$ cat src/rtl/fir_pkg.sv
// Shared definitions for the FIR stream feeder and its sub-blocks.
package fir_pkg;

  localparam int WIDTH   = 18;
  localparam int TAPS    = 64;
  localparam int PHASE_W = $clog2(TAPS);

  // ST_WAIT: parked at phase TAPS-1 waiting for a queued sample.
  // ST_RUN : walking phases 0..TAPS-2 with the FIR enabled.
  typedef enum logic {
    ST_WAIT = 1'b0,
    ST_RUN  = 1'b1
  } state_t;

endpackage : fir_pkg

$ cat src/rtl/sync_fifo.sv
// Single-clock FIFO with a separate occupancy counter and no bypass path.
// The head word is visible one cycle after it is pushed.
module sync_fifo #(
  parameter int WIDTH = 18,
  parameter int DEPTH = 8
) (
  input  logic                     clk,
  input  logic                     rst,
  input  logic                     push,
  input  logic [WIDTH-1:0]         wr_data,
  input  logic                     pop,
  output logic [WIDTH-1:0]         rd_data,
  output logic                     full,
  output logic                     empty,
  output logic [$clog2(DEPTH):0]   level
);

  localparam int PTR_W = $clog2(DEPTH);
  localparam int LVL_W = PTR_W + 1;

  logic [WIDTH-1:0] mem [DEPTH];
  logic [PTR_W-1:0] wr_ptr;
  logic [PTR_W-1:0] rd_ptr;
  logic             do_push;
  logic             do_pop;

  assign full    = (level == LVL_W'(DEPTH));
  assign empty   = (level == '0);
  assign do_push = push && !full;
  assign do_pop  = pop && !empty;

  // The storage is never reset, so the head is forced to zero while the
  // FIFO holds nothing; this keeps stale words off the FIR input.
  assign rd_data = empty ? '0 : mem[rd_ptr];

  // Storage write on an accepted push.
  // NOTE: the data array has no reset; only pointers and level are reset,
  // which lets the array map onto plain RAM/register cells without reset.
  always_ff @(posedge clk) begin
    if (do_push) mem[wr_ptr] <= wr_data;
  end

  // Pointer and occupancy bookkeeping; pointers wrap naturally at DEPTH.
  // NOTE: all state here uses non-blocking assignments so every register
  // samples the pre-edge values, independent of statement order.
  always_ff @(posedge clk or posedge rst) begin
    if (rst) begin
      wr_ptr <= '0;
      rd_ptr <= '0;
      level  <= '0;
    end else begin
      if (do_push) wr_ptr <= wr_ptr + PTR_W'(1);
      if (do_pop)  rd_ptr <= rd_ptr + PTR_W'(1);
      case ({do_push, do_pop})
        2'b10:   level <= level + LVL_W'(1);
        2'b01:   level <= level - LVL_W'(1);
        default: level <= level;
      endcase
    end
  end

endmodule : sync_fifo

$ cat src/rtl/fir_stream_feeder.sv
// Upstream feeder for the serial FIR: queues samples, grants the FIR exactly
// TAPS enabled cycles per sample, stalls it when starved, and turns the FIR
// result at each frame boundary into a one-cycle output strobe.
module fir_stream_feeder
  import fir_pkg::*;
#(
  parameter int WIDTH = fir_pkg::WIDTH,
  parameter int TAPS  = fir_pkg::TAPS,
  parameter int DEPTH = 8
) (
  input  logic                   clk,
  input  logic                   rst,
  input  logic [WIDTH-1:0]       s_data,
  input  logic                   s_valid,
  output logic                   s_ready,
  output logic [WIDTH-1:0]       fir_sig,
  output logic                   fir_ready,
  input  logic [WIDTH-1:0]       fir_result,
  output logic [WIDTH-1:0]       m_data,
  output logic                   m_valid,
  output logic [$clog2(DEPTH):0] fifo_level
);

  localparam int              PH_W    = $clog2(TAPS);
  localparam logic [PH_W-1:0] PH_LAST = PH_W'(TAPS - 1);
  localparam logic [PH_W-1:0] PH_END  = PH_W'(TAPS - 2);

  state_t          state;
  logic [PH_W-1:0] phase;
  logic            first;
  logic            cap_pend;
  logic            fifo_full;
  logic            fifo_empty;
  logic            push;
  logic            boundary;

  assign s_ready  = !fifo_full;
  assign push     = s_valid && !fifo_full;

  // A boundary is the WAIT cycle in which a sample is available: the FIR
  // latches fir_sig and the FIFO pops on the same edge.
  assign boundary  = (state == ST_WAIT) && !fifo_empty;
  assign fir_ready = (state == ST_RUN) || boundary;

  sync_fifo #(
    .WIDTH (WIDTH),
    .DEPTH (DEPTH)
  ) u_fifo (
    .clk     (clk),
    .rst     (rst),
    .push    (push),
    .wr_data (s_data),
    .pop     (boundary),
    .rd_data (fir_sig),
    .full    (fifo_full),
    .empty   (fifo_empty),
    .level   (fifo_level)
  );

  // Frame sequencer: phase mirrors the FIR read index and only moves while
  // the FIR is enabled, so it parks at TAPS-1 whenever the queue is empty.
  always_ff @(posedge clk or posedge rst) begin
    if (rst) begin
      state <= ST_WAIT;
      phase <= PH_LAST;
    end else begin
      if (fir_ready) phase <= phase + PH_W'(1);
      case (state)
        ST_WAIT: if (!fifo_empty)     state <= ST_RUN;
        ST_RUN:  if (phase == PH_END) state <= ST_WAIT;
        default:                      state <= ST_WAIT;
      endcase
    end
  end

  // Result capture: the FIR refreshes its output on the boundary edge, so
  // the result is sampled one cycle later. The first boundary after reset
  // closes no real frame and is suppressed.
  always_ff @(posedge clk or posedge rst) begin
    if (rst) begin
      first    <= 1'b1;
      cap_pend <= 1'b0;
      m_valid  <= 1'b0;
      m_data   <= '0;
    end else begin
      cap_pend <= boundary && !first;
      if (boundary) first <= 1'b0;
      m_valid  <= cap_pend;
      if (cap_pend) m_data <= fir_result;
    end
  end

endmodule : fir_stream_feeder

$ cat config.mk
export PLATFORM = sky130hd
export DESIGN_NAME = fir_stream_feeder
export DESIGN_NICKNAME = d
export VERILOG_FILES = /design/src/rtl/fir_pkg.sv /design/src/rtl/sync_fifo.sv /design/src/rtl/fir_stream_feeder.sv
export SDC_FILE = /design/constraint.sdc
export NUM_CORES = 1
export LEC_CHECK = 0
export CAP_MARGIN = 15
export CORE_ASPECT_RATIO = 1.1
export CORE_MARGIN = 2
export CORE_UTILIZATION = 65
export CTS_CLUSTER_DIAMETER = 150
export CTS_CLUSTER_SIZE = 8
export DETAILED_ROUTE_END_ITERATION = 10
export DONT_BUFFER_PORTS = 1
export GPL_TIMING_DRIVEN = 0
export PLACE_DENSITY_LB_ADDON = 0.1
export SLEW_MARGIN = 20
export SYNTH_ARGS = -nofsm -noshare
export SYNTH_HDL_FRONTEND = slang
export SYNTH_SLANG_ARGS = --single-unit
export TNS_END_PERCENT = 20
$ cat constraint.sdc
create_clock -name clk -period 6.4 [get_ports clk]
set_input_delay 1.28 -clock clk [delete_from_list [all_inputs] [get_ports clk]]
set_output_delay 1.28 -clock clk [all_outputs]
set_load 0.1 [all_outputs]
==> impl_metrics.toml, run 1 <==
[run_status]
outcome = "complete, no violations"

[sta]
tightest_slew_ps = 1140
hold_viol_final = 0
fin_crit_ps = 5310
fin_ws_ps = 1090
slew_viol_final = 0
min_period_over_period = 0.830
setup_viol = 0
rsz0062_at_grt = "false"
slew_headroom = 0.243
fmax_ghz = 0.188
skew_ps = 8.65
finalSetupTns_ps = 0

[cells_and_area]
syn_to_final_growth_pct = 12.0
stdcell_area_sq_mm = 0.00796
n_fill_cell = 665
mostFrequentLayoutCell = "edfxtp_1"
nNetsFinal = 415
layout_common_cells = "edfxtp_1, mux4_2, dfrtp_1"
final_util = 0.737
final_layout_size_suffix_gt1_frac = 0.312
antennaDiodeCount = 0

[cts]
clk_root_buffer_cell = "clkbuf_16"
clockBufferDepth = 2
cts_tree = "done"
clock-sinks = 182
cts_setup_buffers = 0
path_clk_slew_ps = 70
cts_buffers = 17
postCtsResizedCells = 0
clk_latency_ps = 420
hold_buffers = 0
h-tree-depth = 4

[job]
drv_cap = 0

[route]
wirelength_um = 13200
vias = 3372
vias_per_cell = 6.37
wire_per_inst_um = 24.9
ant_nets = 0
drcViolationCount = 0
dr.first_iter.drc_count = 257
dr.pass1.iters = 5

[grt]
grtUsageTotal = 0.239
use_met1 = 0.294
grt_max_degree = 39
grt_pass1_vias = 3642
grt.overflow.total = 0
top_usage_layer = "met2"
antenna_found_initial = 0
use_met2 = 0.408
grt_pass1_wl_um = 20300
grt_use_met3 = 0.0703

[synth]
avgSynthCellArea_sq_um = 20.5
synth_seq_cells = 182
netlist_instances = 346
syn-num-nets = 392
synth_edf_count = 144
async_flop_share = 0.209
yosys-top-cells-area = "edfxtp_1, mux4_2, dfrtp_1"
ys_types = 40
synthFlopType = "edfxtp_1"
synth_top_area_cell = "edfxtp_1"
syn-cell-area_sq_mm = 0.00711
synth_warnings = 0
netlist.area_leader.share = 0.608
yosysSeqAreaShare = 0.743

[critical_path]
end_kind = "output port"
cp_data_required_time_ps = 5120
worst-setup-path-type = "flip-flop to output port"
crit_fanout = 10
crit_chain = "buf_2, nor4_2, nor2_1, clkbuf_1, a22o_1"
critPathLaunchType = "flip-flop"
crit_slowest_cell = "a22o_1"
critPathMaxStageDelay_ps = 940
crit_arrival_ps = 4030

[placed_design]
dpl_cell_area_sq_mm = 0.00738
dp_hpwl_um = 7840
pre_cts_slack_ps = 1510
port_buffers = 0
place.gp.congestion = 0.760

[floorplan]
die-area_sq_mm = 0.0118
coreArea_sq_mm = 0.0108
initial_core_util = 0.658
num_io_pins = 82
die_w_um = 104
fp-row-count = 40
chipHeight_um = 114

[worst_hold_path]
hp-class = "flip-flop to flip-flop"
Yosys cell counts (all sizes together), types with 4 or more instances:
master  count
edfxtp    144
mux4       36
dfrtp      31
mux2       21
a22o       18
buf        10
nor2       10
clkbuf      9
xnor2       9
dfstp       7
ha          7
inv         5
nor3        4
critical path: cells and delay by family (launching register included):
kind | cells | cell delay [ps]
DFF | 1 | 920
and+or+nand+nor | 2 | 850
AOI/OAI and AO/OA | 1 | 940
buffers and inverters | 2 | 890
routing by layer:
layer | vias up | part of all wire
met3 | 19 | 0.072
li1 | 1454 | -
met2 | 141 | 0.52
met5 | - | 0
met4 | 0 | 0.020
met1 | 1758 | 0.39
cell families after synthesis:
family                   share of synthesized area
AO/OA/AOI/OAI                               0.0350
XOR/XNOR                                    0.0148
adder cells (fa/ha/maj)                     0.0123
buffers and inverters                       0.0180
flip-flops                                   0.743
multiplexers                                 0.149
AND/OR/NAND/NOR                             0.0278
layout make-up:
cell class                 instances  area, sq um  share of cell area
clock buffer                      19          433              0.0544
multi-input combinational        140         1750               0.220
sequential                       182         5280               0.663
buffer                            19          110              0.0138
tap                              147          184              0.0231
clock inverter                    13          149              0.0187
inverter                           5         18.8             0.00236
timing repair buffer               4         33.8             0.00424
worst paths after layout:
| kind | start | endpoint | slack (ps) | depth (start not counted) |
|---|---|---|---|---|
| setup / recovery | u_fifo.level[2] | fir_sig[11] | 1090 | 5 |
| hold / removal | cap_pend | m_valid | 380 | 0 |
| setup reg to reg | u_fifo.level[1] | u_fifo.level[3] | 2660 | 8 |
| hold reg to reg | cap_pend | m_valid | 380 | 0 |
| max in group asynchronous | rst | u_fifo.wr_ptr[0] | 5030 | 1 |
| min in group asynchronous | rst | m_data[16] | 870 | 1 |
registers in the layout (all words and copies together) (netlist names):
| signal | flops |
|---|---|
| cap_pend | 1 |
| first | 1 |
| m_data | 18 |
| m_valid | 1 |
| phase | 6 |
| state | 1 |
| u_fifo.level | 4 |
| u_fifo.mem | 144 |
| u_fifo.rd_ptr | 3 |
| u_fifo.wr_ptr | 3 |
metrics by stage:
stage / instances / hold WS (ps)
finish: 529 / 382
global route: 529 / 416
CTS: 529 / 384
detailed placement: 497 / 367
global placement: 493 / 364
floorplan: 346 / 352
Power of run 1 is not shown: default switching activity piles up to over one toggle a cycle in this logic, so the estimate is an artifact.
==> run 2: changes to the inputs <==
--- a/config.mk
+++ b/config.mk
@@ -8,7 +8,7 @@
 export CAP_MARGIN = 15
 export CORE_ASPECT_RATIO = 1.1
 export CORE_MARGIN = 2
-export CORE_UTILIZATION = 65
+export CORE_UTILIZATION = 63
 export CTS_CLUSTER_DIAMETER = 150
 export CTS_CLUSTER_SIZE = 8
 export DETAILED_ROUTE_END_ITERATION = 10
==> constraint.sdc (replaced) <==
create_clock -name clk -period 5.55 [get_ports clk]
set_input_delay 1.11 -clock clk [delete_from_list [all_inputs] [get_ports clk]]
set_output_delay 1.11 -clock clk [all_outputs]
set_load 0.1 [all_outputs]
==> run 2 against run 1 <==
  * Critical path depth unchanged
  * Highest routed layer unchanged
  * Sequential share of layout area decreased by 0.34 points
  * Via count up 0.15%
  * Flip-flop and latch count unchanged
  * Largest cell class unchanged
==> impl_metrics.toml, run 2 (synthesis gave the netlist of run 1 again) <==
[sta]
hold_viol_final = 0
finalHoldWorstSlack_ps = 385
finalSetupTns_ps = 0
slew_viol_final = 0
tightest_slew_ps = 1150
rsz0062_at_grt = "false"
setup_viol = 0
slew_headroom = 0.235
fin_crit_ps = 5130
skew_ps = 13.9
min_period_over_period = 0.923
fmax_ghz = 0.195

[floorplan]
num_io_pins = 82
chipHeight_um = 115
coreArea_sq_mm = 0.0110
initial_core_util = 0.649
fp-row-count = 40
die-area_sq_mm = 0.0121
die_w_um = 105

[grt]
grtUsageTotal = 0.237
grt_pass1_wl_um = 20400
grt_max_degree = 25
antenna_found_initial = 0
grt.overflow.total = 0
grt_pass1_vias = 3619

[cts]
clk_root_buffer_cell = "clkbuf_16"
clock-sinks = 182
postCtsResizedCells = 0
clk_latency_ps = 420
h-tree-depth = 4
cts_setup_buffers = 0
cts_buffers = 17
hold_buffers = 0
cts_tree = "done"
path_clk_slew_ps = 70
clockBufferDepth = 2

[route]
drcViolationCount = 0
ant_nets = 0
vias = 3377
wirelength_um = 13400
dr.first_iter.drc_count = 268
dr.pass1.iters = 4
vias_per_cell = 6.35
wire_per_inst_um = 25.2

[cells_and_area]
regMostFlops = "u_fifo.mem"
top_regs = "u_fifo.mem: 144 flops, m_data: 18 flops, phase: 6 flops"
nNetsFinal = 418
syn_to_final_growth_pct = 12.6
stdcell_count = 532
n_fill_cell = 636
largest_reg_flops = 144
layout_common_cells = "edfxtp_1, mux4_2, dfrtp_1"
seqCellArea_sq_mm = 0.00528
multi_input_area_sq_mm = 0.00174
antennaDiodeCount = 0
final_layout_size_suffix_gt1_frac = 0.319
mostFrequentLayoutCell = "edfxtp_1"

[critical_path]
critPathLaunchType = "flip-flop"
worstSetupEndpoint = "fir_sig[10]"
crit_chain = "buf_2, nor4_2, nor2_1, clkbuf_1, a22o_1"
crit_start = "u_fifo.level[2]"
worstReg2RegEnd = "u_fifo.level[3]"
worst-setup-path-type = "flip-flop to output port"
crit_slowest_cell = "a22o_1"
ff2ff_path_depth = 8
reg2reg_from = "u_fifo.level[1]"
crit_arrival_ps = 4020
worst-r2r-setup-slack_ps = 1870
crit_fanout = 10
critPathMaxStageDelay_ps = 940
cp_data_required_time_ps = 4440
end_kind = "output port"

[placed_design]
dp_hpwl_um = 8340
placed_cells = 500
port_buffers = 0
place.gp.congestion = 0.749

[worst_hold_path]
hp-class = "flip-flop to flip-flop"

[job]
drv_cap = 0

[run_status]
outcome = "complete, no violations"
==> run 2: changes by cell type in the layout (fill, tap and decap cells not counted), sizes merged <==
cell and delta:
clkbuf -2, clkinv +2, buf +3
==> run 2: final cells by class <==
type	count	area share
sequential	182	0.660
inverter	5	0.00234
tap	147	0.0230
buffer	19	0.0138
clock inverter	15	0.0192
timing repair buffer	7	0.0109
multi-input combinational	140	0.218
clock buffer	17	0.0531
==> run 2: worst min path at each step <==
stage,start,end,slack [ps],depth (start not counted)
CTS,cap_pend,m_valid,390,0
detailed placement,cap_pend,m_valid,370,0
finish,cap_pend,m_valid,390,0
global route,cap_pend,m_valid,410,0
floorplan,cap_pend,m_valid,350,0
global placement,cap_pend,m_valid,370,0
==> run 2: layer usage <==
layer,track usage,part of all wire,up-vias
li1,-,-,1459
met1,0.291,0.38,1764
met2,0.393,0.53,139
met3,0.0709,0.078,15
met4,0.115,0.014,0
met5,0,0,-
==> run 2: critical path: cells and delay by family (launching register included) <==
family	cells	cell delay, ps
simple gates	2	820
flops	1	930
compound gates	1	940
buf+inv	2	910
==> run 2: per-stage QoR <==
step | area [sq um] | worst slack [ps] | util
2_1_floorplan | 7110 | 1260 | -
3_3_place_gp | 7290 | 27.6 | 0.665
3_5_place_dp | 7430 | 852 | 0.678
4_1_cts | 8010 | 370 | 0.730
5_1_grt | 8010 | 278 | 0.730
6_report | 8010 | 425 | 0.730
Power of run 2 is left out for the same reason.
==> run 3: changes to the inputs <==
--- a/config.mk
+++ b/config.mk
@@ -6,7 +6,6 @@
 export NUM_CORES = 1
 export LEC_CHECK = 0
 export CAP_MARGIN = 15
-export CORE_ASPECT_RATIO = 1.1
 export CORE_MARGIN = 2
 export CORE_UTILIZATION = 63
 export CTS_CLUSTER_DIAMETER = 150
==> run 3 against run 2 <==
  * Final area is essentially flat
  * Maximum frequency decreased by 0.51%
  * Global-route usage is 0.27 points higher
  * Critical endpoint is now fir_sig[11]
  * Largest cell class unchanged
==> impl_metrics.toml, run 3 (synthesis gave the netlist of run 1 again) <==
[run_status]
outcome = "complete, no violations"

[worst_hold_path]
hp-class = "flip-flop to flip-flop"
min_path_cells = 0

[placed_design]
port_buffers = 0
place.gp.congestion = 0.706
dp_hpwl_um = 7800

[floorplan]
die-area_sq_mm = 0.0121
fp-row-count = 38
num_io_pins = 82
chipHeight_um = 110
coreArea_sq_mm = 0.0109
die_w_um = 110
initial_core_util = 0.650

[route]
dr.pass1.iters = 4
ant_nets = 0
dr.first_iter.drc_count = 314
vias = 3432
wire_per_inst_um = 25.0
vias_per_cell = 6.55
highest_layer = "met4"
drcViolationCount = 0
wl_met2_um = 6560
wirelength_um = 13100
met1_length_um = 5370
wl_met3_um = 1020

[cts]
cts_buffers = 17
hold_buffers = 0
clock-sinks = 182
clk_latency_ps = 430
postCtsResizedCells = 0
clockBufferDepth = 2
h-tree-depth = 4
clk_root_buffer_cell = "clkbuf_16"
cts_setup_buffers = 0
cts_tree = "done"
path_clk_slew_ps = 70

[grt]
grt_pass1_vias = 3541
grt_max_degree = 39
grt.overflow.total = 0
grtUsageTotal = 0.240
antenna_found_initial = 0
grt_pass1_wl_um = 20200

[cells_and_area]
n_fill_cell = 650
final_layout_size_suffix_gt1_frac = 0.320
layout_common_cells = "edfxtp_1, mux4_2, dfrtp_1"
regMostFlops = "u_fifo.mem"
top_regs = "u_fifo.mem: 144 flops, m_data: 18 flops, phase: 6 flops"
antennaDiodeCount = 0
mostFrequentLayoutCell = "edfxtp_1"
nNetsFinal = 417
largest_reg_flops = 144
syn_to_final_growth_pct = 12.7

[sta]
fin_crit_ps = 5150
tightest_slew_ps = 1140
fmax_ghz = 0.194
min_period_over_period = 0.928
finalSetupTns_ps = 0
hold_viol_final = 0
slew_viol_final = 0
setup_viol = 0
rsz0062_at_grt = "false"
skew_ps = 12.2
slew_headroom = 0.237

[job]
drv_cap = 0

[critical_path]
worst-setup-path-type = "flip-flop to output port"
crit_fanout = 10
crit_arrival_ps = 4040
ff2ff_path_depth = 8
end_kind = "output port"
crit_slowest_cell = "dfrtp_1"
crit_chain = "buf_2, nor4_2, nor2_1, clkbuf_1, a22o_1"
cp_data_required_time_ps = 4440
critPathMaxStageDelay_ps = 930
critPathLaunchType = "flip-flop"
run 3: cell types whose count changed in the layout (fill, tap and decap cells not counted):
cell        previous run  this run
clkinv_2               2         1
bufinv_16              2         3
clkinvlp_4             2         0
inv_6                  3         5
buf_16                 1         0
clkinv_1               2         0
clkbuf_1               8         9
clkbuf_8               0         2
clkinv_4               4         3
run 3: area by class of cell:
type | count | area, sq um | area share
Buffer | 19 | 110 | 0.0137
Clock inverter | 12 | 165 | 0.0206
Clock buffer | 20 | 457 | 0.0570
Inverter | 5 | 18.8 | 0.00234
Timing Repair Buffer | 6 | 60.1 | 0.00750
Multi-Input combinational cell | 140 | 1740 | 0.217
Tap cell | 140 | 175 | 0.0219
Sequential cell | 182 | 5280 | 0.660
run 3: critical path: cells and delay by family (launching register included):
family          cells  cell delay (ps)
simple gates        2              870
compound gates      1              930
buf+inv             2              880
flops               1              930
run 3: routing by layer:
layer  GRT usage  vias to the layer above
met5           0                        -
met4      0.0920                        0
met3      0.0606                       16
met2       0.371                      155
met1       0.336                     1809
li1            -                     1452
run 3: worst paths after layout:
kind | start | to | slack (ps)
setup / recovery | u_fifo.level[2] | fir_sig[11] | 400
hold / removal | cap_pend | m_valid | 380
setup reg to reg | u_fifo.level[1] | u_fifo.level[3] | 1670
hold reg to reg | cap_pend | m_valid | 380
max in group asynchronous | rst | u_fifo.wr_ptr[2] | 4350
min in group asynchronous | rst | m_valid | 710
run 3: through the flow:
stage / utilization / std cells / hold slack [ps] / setup WS (ps) / instance area (sq um)
after floorplan: - / 346 / 352 / 1260 / 7110
after global placement: 0.666 / 486 / 367 / 4.31 / 7280
after detailed placement: 0.676 / 492 / 371 / 787 / 7390
after CTS: 0.733 / 524 / 383 / 317 / 8010
after global routing: 0.733 / 524 / 397 / 233 / 8010
final: 0.733 / 524 / 377 / 399 / 8010
Power of run 3 is left out for the same reason.
